## src/rtl/lookupflow_req.sv

```systemverilog
// -----------------------------------------------------------------------------
// lookupflow_req
//
// Initiator side of the of_lookup request/ack interface. Watches one port's
// 8-bit RX byte stream, pulls the source MAC, ethertype, source IP and
// destination IP out of each Ethernet/IPv4 frame, builds a 116-bit lookup key,
// fires a one-cycle lookup request, waits (bounded) for the ack, and presents
// the forwarding decision on a valid/ready result port.
//
// Handshake rules: a result transfer happens on a rising sys_clk edge where
// res_valid && res_ready are both high. Once res_valid is raised it stays high
// and res_fwd_port/res_drop/res_timeout stay stable until that transfer;
// res_valid drops in the cycle after it. The request side is a single-cycle
// pulse (of_lookup_req) with no ready; the responder answers with a
// single-cycle of_lookup_ack carrying of_lookup_err/of_lookup_fwd_port.
//
// Parameters:
//   PORT_ID    ingress port number, placed in key bits [115:112]
//   TIMEOUT    cycles to wait for of_lookup_ack after the request (1..255)
//   FLOOD_MASK forwarding mask returned for non-IPv4 frames
//
// Ports:
//   sys_clk, sys_rst_n         clock, asynchronous active-low reset
//   in_valid/in_sof/in_eof     byte stream qualifiers
//   in_data[7:0]               frame byte, byte 0 = first DA byte
//   of_lookup_req              one-cycle lookup request
//   of_lookup_data[115:0]      key {port, src MAC, src IP, dst IP}
//   of_lookup_ack/err/fwd_port lookup answer
//   res_valid/res_ready        result handshake
//   res_fwd_port/drop/timeout  forwarding decision
//   dbg_state[2:0]             current FSM state (0 IDLE, 1 PARSE, 2 REQ,
//                              3 WAIT, 4 RESULT)
//
// Optional build macro LOOKUPFLOW_REQ_STATS_EN adds saturating 16-bit
// counters stat_lookup, stat_err, stat_timeout, stat_overrun.
// -----------------------------------------------------------------------------
module lookupflow_req #(
  parameter logic [3:0] PORT_ID    = 4'h0,
  parameter int         TIMEOUT    = 16,
  parameter logic [3:0] FLOOD_MASK = 4'b1111
) (
  input  logic         sys_clk,
  input  logic         sys_rst_n,
  input  logic         in_valid,
  input  logic         in_sof,
  input  logic         in_eof,
  input  logic [7:0]   in_data,
  output logic         of_lookup_req,
  output logic [115:0] of_lookup_data,
  input  logic         of_lookup_ack,
  input  logic         of_lookup_err,
  input  logic [3:0]   of_lookup_fwd_port,
  output logic         res_valid,
  input  logic         res_ready,
  output logic [3:0]   res_fwd_port,
  output logic         res_drop,
  output logic         res_timeout,
`ifdef LOOKUPFLOW_REQ_STATS_EN
  output logic [15:0]  stat_lookup,
  output logic [15:0]  stat_err,
  output logic [15:0]  stat_timeout,
  output logic [15:0]  stat_overrun,
`endif
  output logic [2:0]   dbg_state
);

  typedef enum logic [2:0] {
    ST_IDLE   = 3'd0,
    ST_PARSE  = 3'd1,
    ST_REQ    = 3'd2,
    ST_WAIT   = 3'd3,
    ST_RESULT = 3'd4
  } state_t;

  localparam logic [7:0]  TMO_LOAD  = 8'(TIMEOUT);
  localparam logic [10:0] CNT_MAX   = 11'h7FF;
  // Index of the last byte of the dst IP field; a frame whose eof byte has a
  // smaller index is too short to carry a complete key.
  localparam logic [10:0] LAST_KEY_BYTE = 11'd33;
  localparam logic [15:0] ETYPE_IPV4    = 16'h0800;

  state_t        state_q, state_d;
  logic [10:0]   cnt_q, cnt_d;
  logic [47:0]   mac_q, mac_d;
  logic [15:0]   etype_q, etype_d;
  logic [31:0]   sip_q, sip_d;
  logic [31:0]   dip_q, dip_d;
  logic [115:0]  key_q, key_d;
  logic [7:0]    tmo_q, tmo_d;
  logic [3:0]    fwd_q, fwd_d;
  logic          drop_q, drop_d;
  logic          tout_q, tout_d;

  // Bytes are only taken while a frame is being parsed (or starts in IDLE);
  // frames that arrive while a lookup is in flight never touch the capture
  // registers, so the key of the frame in flight cannot be corrupted.
  logic accept_byte;
  assign accept_byte = in_valid &&
                       (((state_q == ST_IDLE) && in_sof) || (state_q == ST_PARSE));

  // ---------------------------------------------------------------------------
  // Byte counter and header field capture
  // cnt_q holds the index of the byte currently on in_data (the sof byte is
  // index 0 and loads the counter with 1 for the following byte).
  // ---------------------------------------------------------------------------
  always_comb begin
    cnt_d   = cnt_q;
    mac_d   = mac_q;
    etype_d = etype_q;
    sip_d   = sip_q;
    dip_d   = dip_q;
    if (accept_byte) begin
      if (in_sof) begin
        cnt_d = 11'd1;
      end else begin
        if (cnt_q != CNT_MAX) begin
          cnt_d = cnt_q + 11'd1;
        end
        // Fields arrive MSB first, so each one is a left shift register.
        if ((cnt_q >= 11'd6) && (cnt_q <= 11'd11)) begin
          mac_d = {mac_q[39:0], in_data};
        end
        if ((cnt_q >= 11'd12) && (cnt_q <= 11'd13)) begin
          etype_d = {etype_q[7:0], in_data};
        end
        if ((cnt_q >= 11'd26) && (cnt_q <= 11'd29)) begin
          sip_d = {sip_q[23:0], in_data};
        end
        if ((cnt_q >= 11'd30) && (cnt_q <= 11'd33)) begin
          dip_d = {dip_q[23:0], in_data};
        end
      end
    end
  end

  // ---------------------------------------------------------------------------
  // State register
  // ---------------------------------------------------------------------------
  always_ff @(posedge sys_clk or negedge sys_rst_n) begin
    if (!sys_rst_n) begin
      state_q <= ST_IDLE;
    end else begin
      state_q <= state_d;
    end
  end

  // ---------------------------------------------------------------------------
  // Datapath registers
  // ---------------------------------------------------------------------------
  always_ff @(posedge sys_clk or negedge sys_rst_n) begin
    if (!sys_rst_n) begin
      cnt_q   <= '0;
      mac_q   <= '0;
      etype_q <= '0;
      sip_q   <= '0;
      dip_q   <= '0;
      key_q   <= '0;
      tmo_q   <= '0;
      fwd_q   <= '0;
      drop_q  <= 1'b0;
      tout_q  <= 1'b0;
    end else begin
      cnt_q   <= cnt_d;
      mac_q   <= mac_d;
      etype_q <= etype_d;
      sip_q   <= sip_d;
      dip_q   <= dip_d;
      key_q   <= key_d;
      tmo_q   <= tmo_d;
      fwd_q   <= fwd_d;
      drop_q  <= drop_d;
      tout_q  <= tout_d;
    end
  end

  // ---------------------------------------------------------------------------
  // Next-state logic, also computing the values latched for REQ and RESULT.
  // ---------------------------------------------------------------------------
  always_comb begin
    state_d = state_q;
    key_d   = key_q;
    tmo_d   = tmo_q;
    fwd_d   = fwd_q;
    drop_d  = drop_q;
    tout_d  = tout_q;

    unique case (state_q)
      ST_IDLE: begin
        if (in_valid && in_sof) begin
          if (in_eof) begin
            // Single-byte frame: nothing to look up.
            state_d = ST_RESULT;
            fwd_d   = 4'd0;
            drop_d  = 1'b1;
            tout_d  = 1'b0;
          end else begin
            state_d = ST_PARSE;
          end
        end
      end

      ST_PARSE: begin
        if (in_valid && in_sof) begin
          // A new sof abandons the frame being parsed without a result.
          if (in_eof) begin
            state_d = ST_RESULT;
            fwd_d   = 4'd0;
            drop_d  = 1'b1;
            tout_d  = 1'b0;
          end
        end else if (in_valid && in_eof) begin
          if (cnt_q < LAST_KEY_BYTE) begin
            state_d = ST_RESULT;
            fwd_d   = 4'd0;
            drop_d  = 1'b1;
            tout_d  = 1'b0;
          end else if (etype_q != ETYPE_IPV4) begin
            // The ethertype was complete long before eof, so etype_q is final.
            state_d = ST_RESULT;
            fwd_d   = FLOOD_MASK;
            drop_d  = 1'b0;
            tout_d  = 1'b0;
          end else begin
            // The eof byte may itself be the last dst IP byte, so the key is
            // built from the next-cycle capture values.
            state_d = ST_REQ;
            key_d   = {PORT_ID, mac_d, sip_d, dip_d};
          end
        end
      end

      ST_REQ: begin
        state_d = ST_WAIT;
        tmo_d   = TMO_LOAD;
      end

      ST_WAIT: begin
        if (of_lookup_ack) begin
          // Ack wins over a timeout expiring in the same cycle.
          state_d = ST_RESULT;
          fwd_d   = of_lookup_fwd_port;
          drop_d  = of_lookup_err || (of_lookup_fwd_port == 4'd0);
          tout_d  = 1'b0;
        end else if (tmo_q <= 8'd1) begin
          // Last waiting cycle: the counter would reach zero now.
          state_d = ST_RESULT;
          tmo_d   = 8'd0;
          fwd_d   = 4'd0;
          drop_d  = 1'b1;
          tout_d  = 1'b1;
        end else begin
          tmo_d = tmo_q - 8'd1;
        end
      end

      ST_RESULT: begin
        if (res_ready) begin
          state_d = ST_IDLE;
        end
      end

      default: begin
        state_d = ST_IDLE;
      end
    endcase
  end

  // ---------------------------------------------------------------------------
  // Outputs
  // ---------------------------------------------------------------------------
  always_comb begin
    of_lookup_req  = (state_q == ST_REQ);
    of_lookup_data = key_q;
    res_valid      = (state_q == ST_RESULT);
    res_fwd_port   = fwd_q;
    res_drop       = drop_q;
    res_timeout    = tout_q;
    dbg_state      = state_q;
  end

`ifdef LOOKUPFLOW_REQ_STATS_EN
  // ---------------------------------------------------------------------------
  // Saturating event counters
  // ---------------------------------------------------------------------------
  function automatic logic [15:0] sat_inc(input logic [15:0] v, input logic en);
    return (en && (v != 16'hFFFF)) ? (v + 16'd1) : v;
  endfunction

  logic [15:0] st_lookup_q, st_lookup_d;
  logic [15:0] st_err_q, st_err_d;
  logic [15:0] st_tmo_q, st_tmo_d;
  logic [15:0] st_ovr_q, st_ovr_d;
  logic        ev_lookup, ev_err, ev_tmo, ev_ovr;

  always_comb begin
    ev_lookup   = (state_q == ST_REQ);
    ev_err      = (state_q == ST_WAIT) && of_lookup_ack && of_lookup_err;
    ev_tmo      = (state_q == ST_WAIT) && !of_lookup_ack && (tmo_q <= 8'd1);
    // A sof seen while a lookup or result is outstanding is an overrun.
    ev_ovr      = in_valid && in_sof &&
                  ((state_q == ST_REQ) || (state_q == ST_WAIT) ||
                   (state_q == ST_RESULT));
    st_lookup_d = sat_inc(st_lookup_q, ev_lookup);
    st_err_d    = sat_inc(st_err_q, ev_err);
    st_tmo_d    = sat_inc(st_tmo_q, ev_tmo);
    st_ovr_d    = sat_inc(st_ovr_q, ev_ovr);
  end

  always_ff @(posedge sys_clk or negedge sys_rst_n) begin
    if (!sys_rst_n) begin
      st_lookup_q <= '0;
      st_err_q    <= '0;
      st_tmo_q    <= '0;
      st_ovr_q    <= '0;
    end else begin
      st_lookup_q <= st_lookup_d;
      st_err_q    <= st_err_d;
      st_tmo_q    <= st_tmo_d;
      st_ovr_q    <= st_ovr_d;
    end
  end

  assign stat_lookup  = st_lookup_q;
  assign stat_err     = st_err_q;
  assign stat_timeout = st_tmo_q;
  assign stat_overrun = st_ovr_q;
`endif

endmodule

```

## config.mk

```make
export PLATFORM = sky130hd
export DESIGN_NAME = lookupflow_req
export DESIGN_NICKNAME = d
export VERILOG_FILES = /design/src/rtl/lookupflow_req.sv
export SDC_FILE = /design/constraint.sdc
export NUM_CORES = 1
export LEC_CHECK = 0
export ABC_AREA = 1
export CAP_MARGIN = 20
export CORE_UTILIZATION = 52
export CTS_BUF_LIST = sky130_fd_sc_hd__clkbuf_4 sky130_fd_sc_hd__clkbuf_8
export CTS_CLUSTER_DIAMETER = 80
export CTS_CLUSTER_SIZE = 40
export DETAILED_ROUTE_END_ITERATION = 6
export PLACE_DENSITY_LB_ADDON = 0.2
export SYNTH_ARGS = -nofsm -noshare
export SYNTH_HDL_FRONTEND = slang
export SYNTH_SLANG_ARGS = --single-unit
```

## constraint.sdc

```tcl
create_clock -name sys_clk -period 1.6 [get_ports sys_clk]
set_input_delay 0.32 -clock sys_clk [delete_from_list [all_inputs] [get_ports sys_clk]]
set_output_delay 0.32 -clock sys_clk [all_outputs]
set_load 0.01 [all_outputs]
```

==> results.ini, run 1 <==
[routing]
topRoutingLayerUsed = met4
vias = 11890
routed-wl-met2_um = 21760
wl_met3_um = 3685
drc_errors = 0
drt_iter0_drc = 952
first_pass_iters = 6
routedLengthMet1_um = 15820
wire_per_inst_um = 21.43
via_per_inst = 5.838
ant_nets = 0
drt_wl_total_um = 43630

[sta]
setup_violations = 302
drv_slew = 0
period_minus_slack_ps = 2149
whs_ps = 145.3
rsz0062_at_grt = true
finalClockSkew_ps = 70.34
fin_ws_ps = -549.0
hold_violations = 0
fmax_ghz = 0.4653
fin_setup_tns_ps = -88200
period_share = 1.343

[synthesis]
ys_seq_area_frac = 0.5653
synth_top_family_by_area = simple AND/OR/NAND/NOR gates
synth_cells = 1414
synth-async-reset-ratio = 1.000
synth_edf_count = 0
synth_xor_xnor_area_share = 0.005906
synthAdderAreaFrac = 0.005273
yosys-top-cells-area = dfrtp_1 57%, nand2_1 18%, nand3_1 5.8%
yosysTopAreaCellShare = 0.5653
synth.top_cells.by_count = 580 x nand2_1, 268 x dfrtp_1, 137 x nand3_1
synthFlopType = dfrtp_1
yosysWarnings = 0
yosys.area.top_type = dfrtp_1
syn_area_um2 = 11860
synth-compound-area-share = 0.03217
synthDistinctLibCells = 31
synth_area_per_cell_um2 = 8.390
synth-seq-cells = 268
synth_simple_gate_area_share = 0.3167
synth.most_common_cell = nand2_1
muxShareOfSynthArea = 0

[global_routing]
grt_max_degree = 60
grt_pass1_vias = 11270
grt_pass1_wl_um = 59320
grt-ovfl-total = 0
antenna_found_initial = 0
grt_usage = 0.3176

[floorplanning]
die_w_um = 153.0
die_area_um2 = 23420
core-area_um2 = 22090
start_util = 0.5370
die_h_um = 153.0
pin_count = 147
rows = 54

[power]
pwr-share-seq = 0.506
power_mw = 14.34
pwr-share-comb = 0.226
clockPowerShare = 0.268
internal_power_mw = 9.742
netSwitchingPower_mw = 4.594
swShare = 0.3204
irDropWorstVdd_v = 0.0009655
leakagePower_nw = 9.522
powerDensity_nw_per_um2 = 787.1

[worst_setup_path]
cp_max_fo = 6
crit_type = reg -> reg
cp.required_ps = 2050
critPathCaptureType = register
start_kind = register
reg2reg_slack_ps = -550
arrival_ps = 2600

[outcome]
status = complete, but fails checks
failed_checks = negative setup slack

[placed_design]
dpl.hpwl_um = 18860
post-place-ws_ps = -494.1
port_buffers = 142
gp_congestion = 0.8035

[layout]
fill_cells = 1207
final_util = 0.8243
diodes = 0
register_area_um2 = 6715
syn_to_final_growth_pct = 53.51
drive_gt1_frac = 0.3616
final_nets = 1773
multi_input_area_um2 = 5793

[clock_tree]
cts_tree = yes
numCtsBuffers = 14
cts_root_buf = clkbuf_8
clock_path_buffers = 3
h-tree-depth = 1
cts.clk_slew.worst_paths_ps = 250
clkSinkCount = 268
clk_latency_ps = 610

[flow_run]
drv_cap = 0

[worst_hold_path]
hp-class = in -> async

## placed cells by master, fill, tap and decap left out, types with 14 or more instances in the layout
cell / count
nand4_1: 53
nand3_1: 120
clkbuf_16: 14
nor2_1: 26
inv_1: 111
dlygate4sd2_1: 53
buf_16: 21
nand2_2: 113
clkdlybuf4s50_1: 18
buf_4: 130
dfrtp_1: 261
and2_4: 38
nand2_4: 108
nand2_1: 359
clkbuf_8: 15
o21ai_0: 17
buf_12: 42
buf_6: 36
o21ai_2: 22
clkdlybuf4s15_1: 51
## stage by stage
stage / instances / instance area, um2
after floorplan: 1417 / 11920
after global placement: 1867 / 14290
after detailed placement: 1867 / 14290
after CTS: 2006 / 16700
after global routing: 2036 / 18210
final: 2036 / 18210
## cell families (layout without fill, tap and decap cells)
kind of cell	count (synthesis)	in the layout
fa+ha+maj	5	5
other cells	1	4
buf+inv	196	535
simple gates	870	870
flops	268	268
xor+xnor	8	8
compound gates	66	66
## layout make-up
class	instances	share of cell area
inverters	124	0.02583
multi-input cells	953	0.3181
repair buffers	387	0.2473
clock buffers	15	0.01134
clock inverters	9	0.009549
well taps	280	0.01924
flip-flops and latches	268	0.3687
## critical path: stages (launching register included)
cell	delay, ps
dfrtp_1	460
inv_1	100
nand2_1	70
nor2_1	110
nand2_1	80
nor2_1	130
buf_4	170
nand3_4	90
nor2_4	170
nand2_4	130
buf_12	190
clkbuf_16	180
nand2_2	60
nand2_1	60
## worst paths after layout
kind                               startpoint                  to  cells past startpoint
setup / recovery                   etype_q[4]  of_lookup_data[42]                     13
hold / removal                      sys_rst_n  of_lookup_data[54]                      2
setup reg to reg                   etype_q[4]  of_lookup_data[42]                     13
hold reg to reg            of_lookup_data[59]  of_lookup_data[59]                      2
max in group asynchronous           sys_rst_n            cnt_q[0]                      3
min in group sys_clk                res_ready        dbg_state[2]                      4
## layer usage
metal,track usage,vias up
li1,-,5123
met3,0.04650,204
met4,0.1077,0
met2,0.5412,775
met5,0,-
met1,0.4164,5784
## flip-flops by register name, indices dropped and copies added, names as in the netlist, 3 cells and up
register / flops
sip_q: 32
dip_q: 32
res_fwd_port: 4
mac_q: 48
etype_q: 16
cnt_q: 11
dbg_state: 3
of_lookup_data: 112
tmo_q: 8
## timing repair
item | 4_1_cts | 5_1_grt
setup endpoints to repair | 367 | 350
cloned | 32 | 15
resized for setup | 415 | 352
endpoints found under the hold margin | 268 | 0
hold buffers | 1 | 0
pin swaps | 72 | 80
buffers inserted | 83 | 25
## power by group through the flow
stage / clock network [mW] / logic [mW] / registers (mW)
after CTS: 3.79 / 2.70 / 7.21
after global routing: 4.06 / 3.46 / 7.27
after detailed placement: 0 / 2.08 / 7.33
after global placement: 0 / 2.03 / 7.32
final: 3.84 / 3.24 / 7.25
after floorplan: 0 / 1.17 / 7.28
(Power assumes the default switching activity.)
==> run 2: changes to the inputs <==
--- a/config.mk
+++ b/config.mk
@@ -7,7 +7,9 @@
 export LEC_CHECK = 0
 export ABC_AREA = 1
 export CAP_MARGIN = 20
-export CORE_UTILIZATION = 52
+export CELL_PAD_IN_SITES_DETAIL_PLACEMENT = 0
+export CELL_PAD_IN_SITES_GLOBAL_PLACEMENT = 1
+export CORE_UTILIZATION = 39
 export CTS_BUF_LIST = sky130_fd_sc_hd__clkbuf_4 sky130_fd_sc_hd__clkbuf_8
 export CTS_CLUSTER_DIAMETER = 80
 export CTS_CLUSTER_SIZE = 40
==> run 2 against run 1 <==
Effect of this change: the run still ends with negative setup slack left; clock power down 7.6%; design area down 0.82%; sequential power down 0.7%; global-route usage down 9.6 points; highest routed layer is now met5; clock-buffer cell count unchanged; first-iteration DRC count down 34%; via count down 11%; core utilization down 22 points; power down 4.2%.
==> results.ini, run 2 (synthesized netlist as in run 1, its figures left out) <==
[routing]
drt_iter0_drc = 626
drt_wl_total_um = 36270
wire_per_inst_um = 16.96
via_per_inst = 4.928
vias = 10540
drc_errors = 0
ant_nets = 0
first_pass_iters = 4

[floorplanning]
die_area_um2 = 31120
die_h_um = 176.4
core-area_um2 = 29800
rows = 63
pin_count = 147
die_w_um = 176.4
start_util = 0.3982

[placed_design]
postPlaceCellArea_um2 = 14630
post-place-ws_ps = -513.5
dpl.hpwl_um = 20590
port_buffers = 142
gp_congestion = 0.8094

[clock_tree]
clkSinkCount = 268
cts.clk_slew.worst_paths_ps = 190
cts_tree = yes
h-tree-depth = 1
clock_path_buffers = 3
cts_root_buf = clkbuf_8
numCtsBuffers = 14
clk_latency_ps = 600

[sta]
finalClockSkew_ps = 42.31
period_minus_slack_ps = 1910
whs_ps = 202.2
fmax_ghz = 0.5235
rsz0062_at_grt = true
hold_violations = 0
drv_slew = 0
fin_ws_ps = -310.4
setup_violations = 261
period_share = 1.194

[global_routing]
grt_usage = 0.2212
antenna_found_initial = 1
grt_max_degree = 45
grt_pass1_vias = 9942
grt-ovfl-total = 0
grt_pass1_wl_um = 54480

[worst_setup_path]
critPathCaptureType = register
start_kind = register
crit_type = reg -> reg
cp.required_ps = 2130
arrival_ps = 2440
cp_max_fo = 14

[layout]
largest_reg_flops = 112
final_common_cell = nand2_1
diodes = 0
final_nets = 1766
drive_gt1_frac = 0.3985
layout_common_cells = 338 x nand2_1, 264 x dfrtp_1, 141 x nand2_2, 132 x buf_4, 111 x inv_1
syn_to_final_growth_pct = 52.25
fin_area_um2 = 18060

[worst_hold_path]
hp-class = in -> async

[power]
irDropWorstVdd_v = 0.0004403
leakagePower_nw = 9.260
powerDensity_nw_per_um2 = 760.5

[outcome]
failed_checks = negative setup slack
status = complete, but fails checks

[flow_run]
drv_cap = 0

run 2: power breakdown:
part           switching (mW)  internal [mW]  total, mW  leakage (nW)
combinational            1.61           1.37       2.98          5.62
clock                    2.50           1.05       3.55         0.165
sequential              0.181           7.02       7.20          3.48
run 2: through the flow:
| step | std cells | power, mW | utilization | TNS (ps) |
|---|---|---|---|---|
| 2_1_floorplan | 1417 | 8.451 | - | -144.8 |
| 3_3_place_gp | 1997 | 9.594 | 0.4911 | -103480 |
| 3_5_place_dp | 1997 | 9.624 | 0.4911 | -106110 |
| 4_1_cts | 2097 | 13.38 | 0.5402 | -49180 |
| 5_1_grt | 2139 | 14.38 | 0.6062 | -78450 |
| 6_report | 2139 | 13.74 | 0.6062 | -56610 |
run 2: routing by layer:
metal / track usage / share of wire / up-vias
met3: 0.02498 / 0.036 / 34
met5: 0 / 0.00036 / -
met2: 0.3655 / 0.50 / 194
met1: 0.3183 / 0.45 / 5200
met4: 0.03412 / 0.013 / 2
li1: - / - / 5112
run 2: timing repair:
action / CTS / global route
resized for setup: 441 / 482
gates cloned: 19 / 19
setup buffers: 56 / 32
pin swaps: 53 / 112
setup endpoints to repair: 376 / 312
hold buffers: 1 / 0
endpoints found under the hold margin: 224 / 0
run 2: final timing paths:
kind                                          from                  to  slack [ps]  cells past startpoint
worst max-delay path                  dbg_state[1]  of_lookup_data[79]        -310                     11
worst min-delay path                     sys_rst_n           sip_q[26]         200                      2
worst max register to register        dbg_state[1]  of_lookup_data[79]        -310                     11
worst min register to register  of_lookup_data[52]  of_lookup_data[52]         490                      2
max in group asynchronous                sys_rst_n          etype_q[3]         720                      3
min in group sys_clk                    in_data[7]            dip_q[7]         310                      3
run 2: layout make-up:
class	count	area, um2
clock buffer	15	206.4
clock inverter	9	122.6
fill	2575	11730
inverter	124	475.5
multi-input combinational	953	5931
sequential	268	6711
tap	390	488.0
timing repair buffer	380	4128
run 2: worst max-delay path: stages (launching register included):
cell     delay, ps
dfrtp_1        420
buf_6          120
nor2_4         130
nand4_4        160
buf_12         180
nor2_4         140
buf_6          120
nand3_4        160
buf_8          210
nand2_1         90
nand3_2         70
nand2_1         80
==> run 3: changes to the inputs <==
--- a/config.mk
+++ b/config.mk
@@ -9,7 +9,7 @@
 export CAP_MARGIN = 20
 export CELL_PAD_IN_SITES_DETAIL_PLACEMENT = 0
 export CELL_PAD_IN_SITES_GLOBAL_PLACEMENT = 1
-export CORE_UTILIZATION = 39
+export CORE_UTILIZATION = 47
 export CTS_BUF_LIST = sky130_fd_sc_hd__clkbuf_4 sky130_fd_sc_hd__clkbuf_8
 export CTS_CLUSTER_DIAMETER = 80
 export CTS_CLUSTER_SIZE = 40
==> constraint.sdc (replaced) <==
create_clock -name sys_clk -period 2.36 [get_ports sys_clk]
set_input_delay 0.472 -clock sys_clk [delete_from_list [all_inputs] [get_ports sys_clk]]
set_output_delay 0.472 -clock sys_clk [all_outputs]
set_load 0.01 [all_outputs]
==> run 3 against run 2 <==
Effect of this change: the run now ends clean; clock power is 31% lower; combinational power is 60% lower; setup slack better by 460 ps; first-iteration DRC count is 5.4% lower; sequential power is 32% lower; non-clock buffer count is 196 lower; critical endpoint is now dbg_state[0]; largest power group unchanged.
==> results.ini, run 3 (synthesized netlist as in run 1, its figures left out) <==
[worst_setup_path]
crit_type = reg -> out
cp_max_fo = 9
start_kind = register
cp-endpoint = dbg_state[0]
startpoint = dbg_state[0]
reg2reg_to = of_lookup_data[47]
cp.required_ps = 1890
crit_path_top_delay_cell = clkdlybuf4s50_1
cpPeakStageDelay_ps = 550
r2r_start = etype_q[1]
reg2reg_depth = 11
critPathCaptureType = output pin
reg2reg_slack_ps = 390
arrival_ps = 1730
path_cells = buf_4 -> clkdlybuf4s50_1

[sta]
period_minus_slack_ps = 2207
whs_ps = 459.6
fmax_ghz = 0.4531
worst_pin_slew_ps = 589.4
setup_violations = 0
maxSlewHeadroom = 0.6070
fin_setup_tns_ps = 0
finalClockSkew_ps = 39.40
period_share = 0.9351
rsz0062_at_grt = false
hold_violations = 0
drv_slew = 0

[routing]
wire_per_inst_um = 14.72
via_per_inst = 4.979
drc_errors = 0
vias = 9350
ant_nets = 0
drt_wl_total_um = 27640
first_pass_iters = 5
drt_iter0_drc = 592

[global_routing]
use_met3 = 0.02841
grt_pass1_wl_um = 47160
grt_usage = 0.2219
antenna_found_initial = 1
grt_pass1_vias = 9248
grt-ovfl-total = 0
busiest_layer = met2
grt_max_degree = 72
use_met1 = 0.3276
use_met2 = 0.3531

[layout]
final_nets = 1570
instances_no_fill = 1878
largest_reg_flops = 112
syn_to_final_growth_pct = 20.06
multi_input_area_um2 = 4320
final_common_cell = nand2_1
register_area_um2 = 6709
fill_cells = 2350
drive_gt1_frac = 0.06246
layout_common_cells = 579 x nand2_1, 266 x dfrtp_1, 139 x clkdlybuf4s50_1, 136 x nand3_1, 118 x inv_1

[floorplanning]
pin_count = 147
start_util = 0.4836
die_h_um = 160.9
die_w_um = 160.9
rows = 57
core-area_um2 = 24530
die_area_um2 = 25880

[clock_tree]
cts.clk_slew.worst_paths_ps = 170
clkSinkCount = 268
clock_path_buffers = 3
cts_root_buf = clkbuf_8
h-tree-depth = 1
post_cts_buffers = 0
numCtsBuffers = 14
clk_latency_ps = 580
cts_tree = yes

[power]
power_mw = 8.545
powerDensity_nw_per_um2 = 599.9
leakagePower_nw = 7.387
irDropWorstVdd_v = 0.0003965

[placed_design]
dpl.hpwl_um = 18530
gp_congestion = 0.7871
port_buffers = 142
placed_cells = 1852

[worst_hold_path]
hp-class = in -> async

[flow_run]
drv_cap = 0

[outcome]
status = completed

==> run 3: cell count changes in the layout (fill, tap and decap cells not counted), moves of 46 or more <==
cell	delta
nand2_1	+241
buf_4	-109
nand2_2	-140
clkdlybuf4s15_1	-47
buf_2	-46
nand2_4	-98
clkdlybuf4s50_1	+121
==> run 3: how the worst min path moves through the flow <==
stage / from / endpoint / cells after the start
floorplan: sys_rst_n / cnt_q[0] / 0
global placement: dip_q[26] / dip_q[26] / 2
detailed placement: dip_q[29] / dip_q[29] / 2
finish: sys_rst_n / of_lookup_data[46] / 2
global route: sys_rst_n / of_lookup_data[65] / 2
CTS: sys_rst_n / etype_q[1] / 2
==> run 3: layout make-up <==
cell class	count	area share
clock inverter	9	0.01177
antenna	1	0.0001757
inverter	124	0.03268
clock buffer	15	0.01449
sequential	268	0.4710
tap	324	0.02846
timing repair buffer	184	0.1381
multi-input combinational	953	0.3033
==> run 3: per-stage QoR <==
| stage | setup WS, ps | cell area [um2] | util |
|---|---|---|---|
| 2_1_floorplan | 667.7 | 11880 | - |
| 3_3_place_gp | 158.7 | 13850 | 0.5644 |
| 3_5_place_dp | 133.2 | 13850 | 0.5644 |
| 4_1_cts | 131.7 | 14240 | 0.5805 |
| 5_1_grt | 15.70 | 14240 | 0.5805 |
| 6_report | 153.1 | 14240 | 0.5806 |
==> run 3: report_power, final <==
part | internal, mW | switching, mW
clock | 0.822 | 1.63
combinational | 0.421 | 0.778
sequential | 4.76 | 0.135
total | 6.00 | 2.55
==> run 3: timing repair <==
action                                  4_1_cts  5_1_grt
endpoints found under the setup margin        2        0
hold endpoints to repair                     66        0
gates resized for setup                       6        0
hold buffers                                  1        0
==> run 3: worst max-delay path, delay by kind of cell (launching register included) <==
kind | cells | cell delay [ps]
buffers and inverters | 2 | 750
DFF | 1 | 430
==> run 3: per-layer routing <==
metal | wire [um] | vias up
li1 | - | 4694
met1 | 13350 | 4441
met2 | 12680 | 186
met3 | 1216 | 29
met4 | 395 | 0
met5 | 0 | -
==> edit 1, RTL diff (settings of run 2) <==
Put a register stage on the output `dbg_state`, with the module's reset. The value now appears one clock later. The other outputs are not delayed to match.
--- a/src/rtl/lookupflow_req.sv
+++ b/src/rtl/lookupflow_req.sv
@@ -79,6 +79,8 @@
   localparam logic [10:0] LAST_KEY_BYTE = 11'd33;
   localparam logic [15:0] ETYPE_IPV4    = 16'h0800;
 
+  logic [2:0] dbg_state_d;
+
   state_t        state_q, state_d;
   logic [10:0]   cnt_q, cnt_d;
   logic [47:0]   mac_q, mac_d;
@@ -275,7 +277,7 @@
     res_fwd_port   = fwd_q;
     res_drop       = drop_q;
     res_timeout    = tout_q;
-    dbg_state      = state_q;
+    dbg_state_d    = state_q;
   end
 
 `ifdef LOOKUPFLOW_REQ_STATS_EN
@@ -326,5 +328,13 @@
   assign stat_overrun = st_ovr_q;
 `endif
 
+  always_ff @(posedge sys_clk or negedge sys_rst_n) begin
+    if (!sys_rst_n) begin
+      dbg_state <= '0;
+    end else begin
+      dbg_state <= dbg_state_d;
+    end
+  end
+
 endmodule
 
Function: changed (a bounded check fails within 4 cycles, from zero or initial values and one cycle with sys_rst_n low).
==> edit 1 against run 2 <==
The run still ends with setup timing left; sequential cell count is 3 higher; design area fell by 3.4%; combinational power increased by 15%; synthesized area shrank 5.3%; maximum frequency increased by 0.75%; setup slack gained 0.014 ns; cell count decreased by 5.2%; global-route usage shrank 0.93 points; power is 6.0% higher; sequential share of layout area increased by 1.7 points; count of clock-buffer cells in the layout stayed put; wire length down 1.8%; via count is 5.2% lower; largest power group unchanged.
==> edit 1: results (changes against run 2) <==
- Setup violations, final: 285 (+9.2%)
- Critical setup path kind: reg -> reg
- IO buf count: 142 (unchanged)
- Overall routing resource usage: 0.2119 (-0.009334)
- Detailed placement HPWL: 19020 µm (-7.6%)
- Number of fill cells: 2477 (-3.8%)
- Clock-pin slew on the worst setup and hold paths: 0.17 ns (-0.02 ns)
- Post-CTS Resized: 358 (-19%)
- Hold Slack: 0.1701 ns (-0.03207 ns)
- Setup bufs post-CTS: 46 (-18%)
- Hold crit path type: in -> async
- Area contributors post-synth: dfrtp_1 60%, nand2_1 21%, nand3_1 3.6%
- Initial antenna violation count: 0 (-1)
- CP max FO: 6 (-8)
- EDFF count, synth: 0 (unchanged)
- Post-Syn Instances: 1320 (-6.6%)
- H-tree Lvls: 1 (unchanged)
- Status: finished, violations left
- WL per Instance: 17.57 µm (+3.6%)
- Drt first-iter violations: 710 (+13%)
- Slowest CP cell: dfrtp_1
- Post-synth cell types: 32 (+3.2%)
- Crit path to: of_lookup_data[86]$_DFFE_PN0P_
- Worst EP arrival: 2.38 ns (-0.06 ns)
- Root Driver: clkbuf_8
- Max VDD drop: 558.7 µV (+27%)
- Num CTS Buffers: 15 (+1)
- Maximum buffer depth of the clock tree: 3 (unchanged)
- Worst-Skew Late Latency: 0.61 ns
- Largest net degree at the start of global routing: 65 (+44%)
- Number of synthesis warnings: 0 (unchanged)
- Setup tns final: -39.23 ns (+17.38 ns)
- Placed insts: 1888 (-5.5%)
- Layout Nets: 1665 (-5.7%)
- Reg2reg path depth: 12 (+1)
- Failing checks: setup timing
- Synth async-reset ratio: 1.000 (unchanged)
- Static leakage: 8.993 nW (-2.9%)
- Top post-synthesis cells by count: 619 x nand2_1, 271 x dfrtp_1, 80 x nand3_1, 79 x inv_1, 66 x o21ai_0
- Crit path max-delay family: buffers and inverters
- Final Worst Setup Slack: -0.2962 ns (+0.01419 ns)
- Hold Buf Count CTS: 1 (unchanged)
- DR pass1 iterations: 5 (+1)
- Critical register-to-register path startpoint: cnt_q[1]$_DFFE_PN0P_
- Finished Layout Cells: 2027 (-5.2%)
- CP peak stage delay: 0.44 ns (+0.02 ns)
- Global-route wire length before repair: 49480 µm (-9.2%)
- Sequential fraction of the synthesis area: 0.6033 (+0.03801)
- Clock Skew: 0.05530 ns (+0.01299 ns)
- Vias: 9998 (-5.2%)
- Share of layout cells above drive strength 1: 0.3699 (-0.02859)
- RePlAce Congestion: 0.8064 (-0.37%)
- Vias in the first global route: 9273 (-6.7%)
## edit 1: cell types whose count changed after synthesis, moves of 9 or more
cell      change
nand3_1      -57
and2_1       -47
o21ai_1      -21
buf_4        -10
inv_1        -39
nand4_1       -9
nand2_1      +39
clkbuf_1     +16
nor2_1       +13
o21ai_0      +45
## edit 1: per-stage QoR
stage / cell area (µm²) / setup WS [ns]
2_1_floorplan: 11330 / -0.03774
3_3_place_gp: 13980 / -0.5687
3_5_place_dp: 13980 / -0.5760
4_1_cts: 15060 / -0.2585
5_1_grt: 17450 / -0.3895
6_report: 17450 / -0.2962
## edit 1: cell type report
type / instances / area (µm²) / share of cell area
flip-flops and latches: 271 / 6785 / 0.3888
multi-input cells: 904 / 5356 / 0.3069
repair buffers: 366 / 4138 / 0.2371
well taps: 378 / 473.0 / 0.02710
inverters: 82 / 329.1 / 0.01886
clock buffers: 15 / 206.4 / 0.01183
clock inverters: 11 / 163.9 / 0.009392
## edit 1: logic make-up (layout without fill, tap and decap cells)
family,after synthesis,in the layout,synth area share
compound gates,80,80,0.03718
simple gates,807,808,0.2922
buf+inv,149,474,0.05599
flops,271,271,0.6033
fa+ha+maj,5,5,0.005565
xor+xnor,7,7,0.005454
other cells,1,4,0.0003336
## edit 1: where the power goes
part           total, mW  switching, mW  internal, mW  leakage (nW)
registers           7.36          0.256          7.11          3.76
logic               3.44           1.83          1.60          5.05
clock network       3.76           2.64          1.12         0.180
total               14.6           4.73          9.83          8.99
## edit 1: per-layer routing
metal	global-route usage	wire length, µm
met5	0	0
met3	0.02508	1522
met2	0.3455	17320
met4	0.03655	663
met1	0.3064	16100
==> edit 2, RTL diff (config.mk and constraints of run 2) <==
Made on the original files. Add a define of `LOOKUPFLOW_REQ_STATS_EN`.
--- a/src/rtl/lookupflow_req.sv
+++ b/src/rtl/lookupflow_req.sv
@@ -34,6 +34,8 @@
 // Optional build macro LOOKUPFLOW_REQ_STATS_EN adds saturating 16-bit
 // counters stat_lookup, stat_err, stat_timeout, stat_overrun.
 // -----------------------------------------------------------------------------
+`define LOOKUPFLOW_REQ_STATS_EN
+
 module lookupflow_req #(
   parameter logic [3:0] PORT_ID    = 4'h0,
   parameter int         TIMEOUT    = 16,
Behaviour (old outputs only; new: stat_err, stat_lookup, stat_overrun and stat_timeout): no difference found for any inputs over 4 cycles, from zero or initial values and one cycle with sys_rst_n low; that may be too few to reach the edited logic, so the function may still have changed.
==> edit 2 against run 2 <==
Sequential cell count grew 64; power rose by 25%; critical path type unchanged; clock power increased by 32%; the flow still finishes with violations (setup timing); largest power group unchanged; die area rose by 24%; design area rose by 13%; wire length rose by 13%; cell count grew 29%; setup slack better by 0.019 ns; synthesized area grew 24%.
==> edit 2: results (changes against run 2) <==
- Worst-Skew Late Latency: 0.63 ns (+0.03 ns)
- Global-route wire length before repair: 66890 µm (+23%)
- Place WS: -0.5766 ns (-0.06308 ns)
- Detailed placement HPWL: 27900 µm (+36%)
- Final Worst Setup Slack: -0.2912 ns (+0.01923 ns)
- Sequential fraction of the synthesis area: 0.5648 (about the same)
- IO buf count: 206 (+45%)
- WL per Instance: 14.96 µm (-12%)
- CP max FO: 6 (-8)
- Post-synth cell types: 35 (+13%)
- Crit path max-delay family: buffers and inverters
- Drt first-iter violations: 716 (+14%)
- Top post-synthesis cells by count: 723 x nand2_1, 332 x dfrtp_1, 146 x inv_1, 95 x nand3_1, 83 x nor2_1
- Share of layout cells above drive strength 1: 0.2711 (-0.1274)
- Area contributors post-synth: dfrtp_1 56%, nand2_1 18%, inv_1 3.7%
- Setup bufs post-CTS: 106 (+89%)
- Clock-pin slew on the worst setup and hold paths: 0.17 ns (-0.02 ns)
- Static leakage: 10.85 nW (+17%)
- Failing checks: setup timing
- Overall routing resource usage: 0.2130 (-0.008226)
- Clock Skew: 0.06707 ns (+0.02477 ns)
- Slowest CP cell: dfrtp_2
- Vias per cell: 4.712 (-4.4%)
- Post-CTS Resized: 821 (+86%)
- Largest net degree at the start of global routing: 73 (+62%)
- RePlAce Congestion: 0.8890 (+9.8%)
- Status: finished, violations left
- Worst EP arrival: 2.41 ns (-0.03 ns)
- CP peak stage delay: 0.45 ns (+0.03 ns)
- Setup violations, final: 272 (+4.2%)
- Vias in the first global route: 13.06k (+31%)
- Synth top area share: 0.5648 (about the same)
- Layout Nets: 2263 (+28%)
## edit 2: cell count changes after synthesis, moves of 42 or more
cell            run 2  this run
nand2_1           580       723
dfrtp_1           268       332
nor2_1             34        83
and2_1             48         1
xor2_1              7        53
nand3_1           137        95
o21ai_1            21        63
## edit 2: routing by layer
layer / GRT usage / vias to the layer above / wire (µm)
li1: - / 6479 / -
met1: 0.2981 / 6244 / 19440
met2: 0.3584 / 193 / 19980
met3: 0.02441 / 40 / 1221
met4: 0.04022 / 2 / 498
met5: 0 / - / 13
## edit 2: power by group
part | switching, mW | internal, mW | total [mW]
Sequential | 0.301 | 8.72 | 9.02
Clock | 3.26 | 1.44 | 4.70
Combinational | 1.78 | 1.69 | 3.47
Total | 5.34 | 11.9 | 17.2
## edit 2: logic make-up (layout without fill, tap and decap cells)
logic type / after synthesis / in the layout / share of synthesized area
and+or+nand+nor: 991 / 991 / 0.2753
DFF: 332 / 332 / 0.5648
buffers and inverters: 228 / 705 / 0.06524
AOI/OAI and AO/OA: 147 / 147 / 0.05223
xor gates and xnor gates: 58 / 58 / 0.03454
adders and majority gates: 9 / 9 / 0.007656
other: 1 / 4 / 0.0002549
## edit 2: final timing paths
check,from,end,slack [ns],depth (start not counted)
max in group asynchronous,sys_rst_n,stat_err[0]$_DFFE_PN0P_,0.74,3
worst max-delay path,dbg_state[1]$_DFFE_PN0P_,of_lookup_data[20]$_DFFE_PN0P_,-0.29,12
min in group sys_clk,in_data[1],sip_q[1]$_DFF_PN0_,0.32,3
worst min-delay path,sys_rst_n,cnt_q[5]$_DFFE_PN0P_,0.17,2
worst max register to register,dbg_state[1]$_DFFE_PN0P_,of_lookup_data[20]$_DFFE_PN0P_,-0.29,12
worst min register to register,dip_q[28]$_DFF_PN0_,dip_q[28]$_DFF_PN0_,0.49,2
## edit 2: layout make-up
cell class	count	share of cell area
Clock buffer	19	0.01286
Tap cell	504	0.03101
Sequential cell	332	0.4093
Multi-Input combinational cell	1209	0.2882
Inverter	158	0.02978
Clock inverter	13	0.01083
Timing Repair Buffer	515	0.2181
## edit 2: metrics by stage
| step | utilization | area, µm² | TNS, ns | hold WS (ns) | std cells |
|---|---|---|---|---|---|
| final | 0.5514 | 20330 | -33.41 | 0.1740 | 2750 |
| after global routing | 0.5514 | 20330 | -64.83 | 0.1530 | 2750 |
| after CTS | 0.5404 | 19930 | -35.54 | 0.1341 | 2739 |
| after detailed placement | 0.5119 | 18880 | -117.58 | 0.2082 | 2602 |
| after global placement | 0.5119 | 18880 | -111.63 | 0.2055 | 2602 |
| after floorplan | - | 14820 | -2.856 | 0.02441 | 1769 |
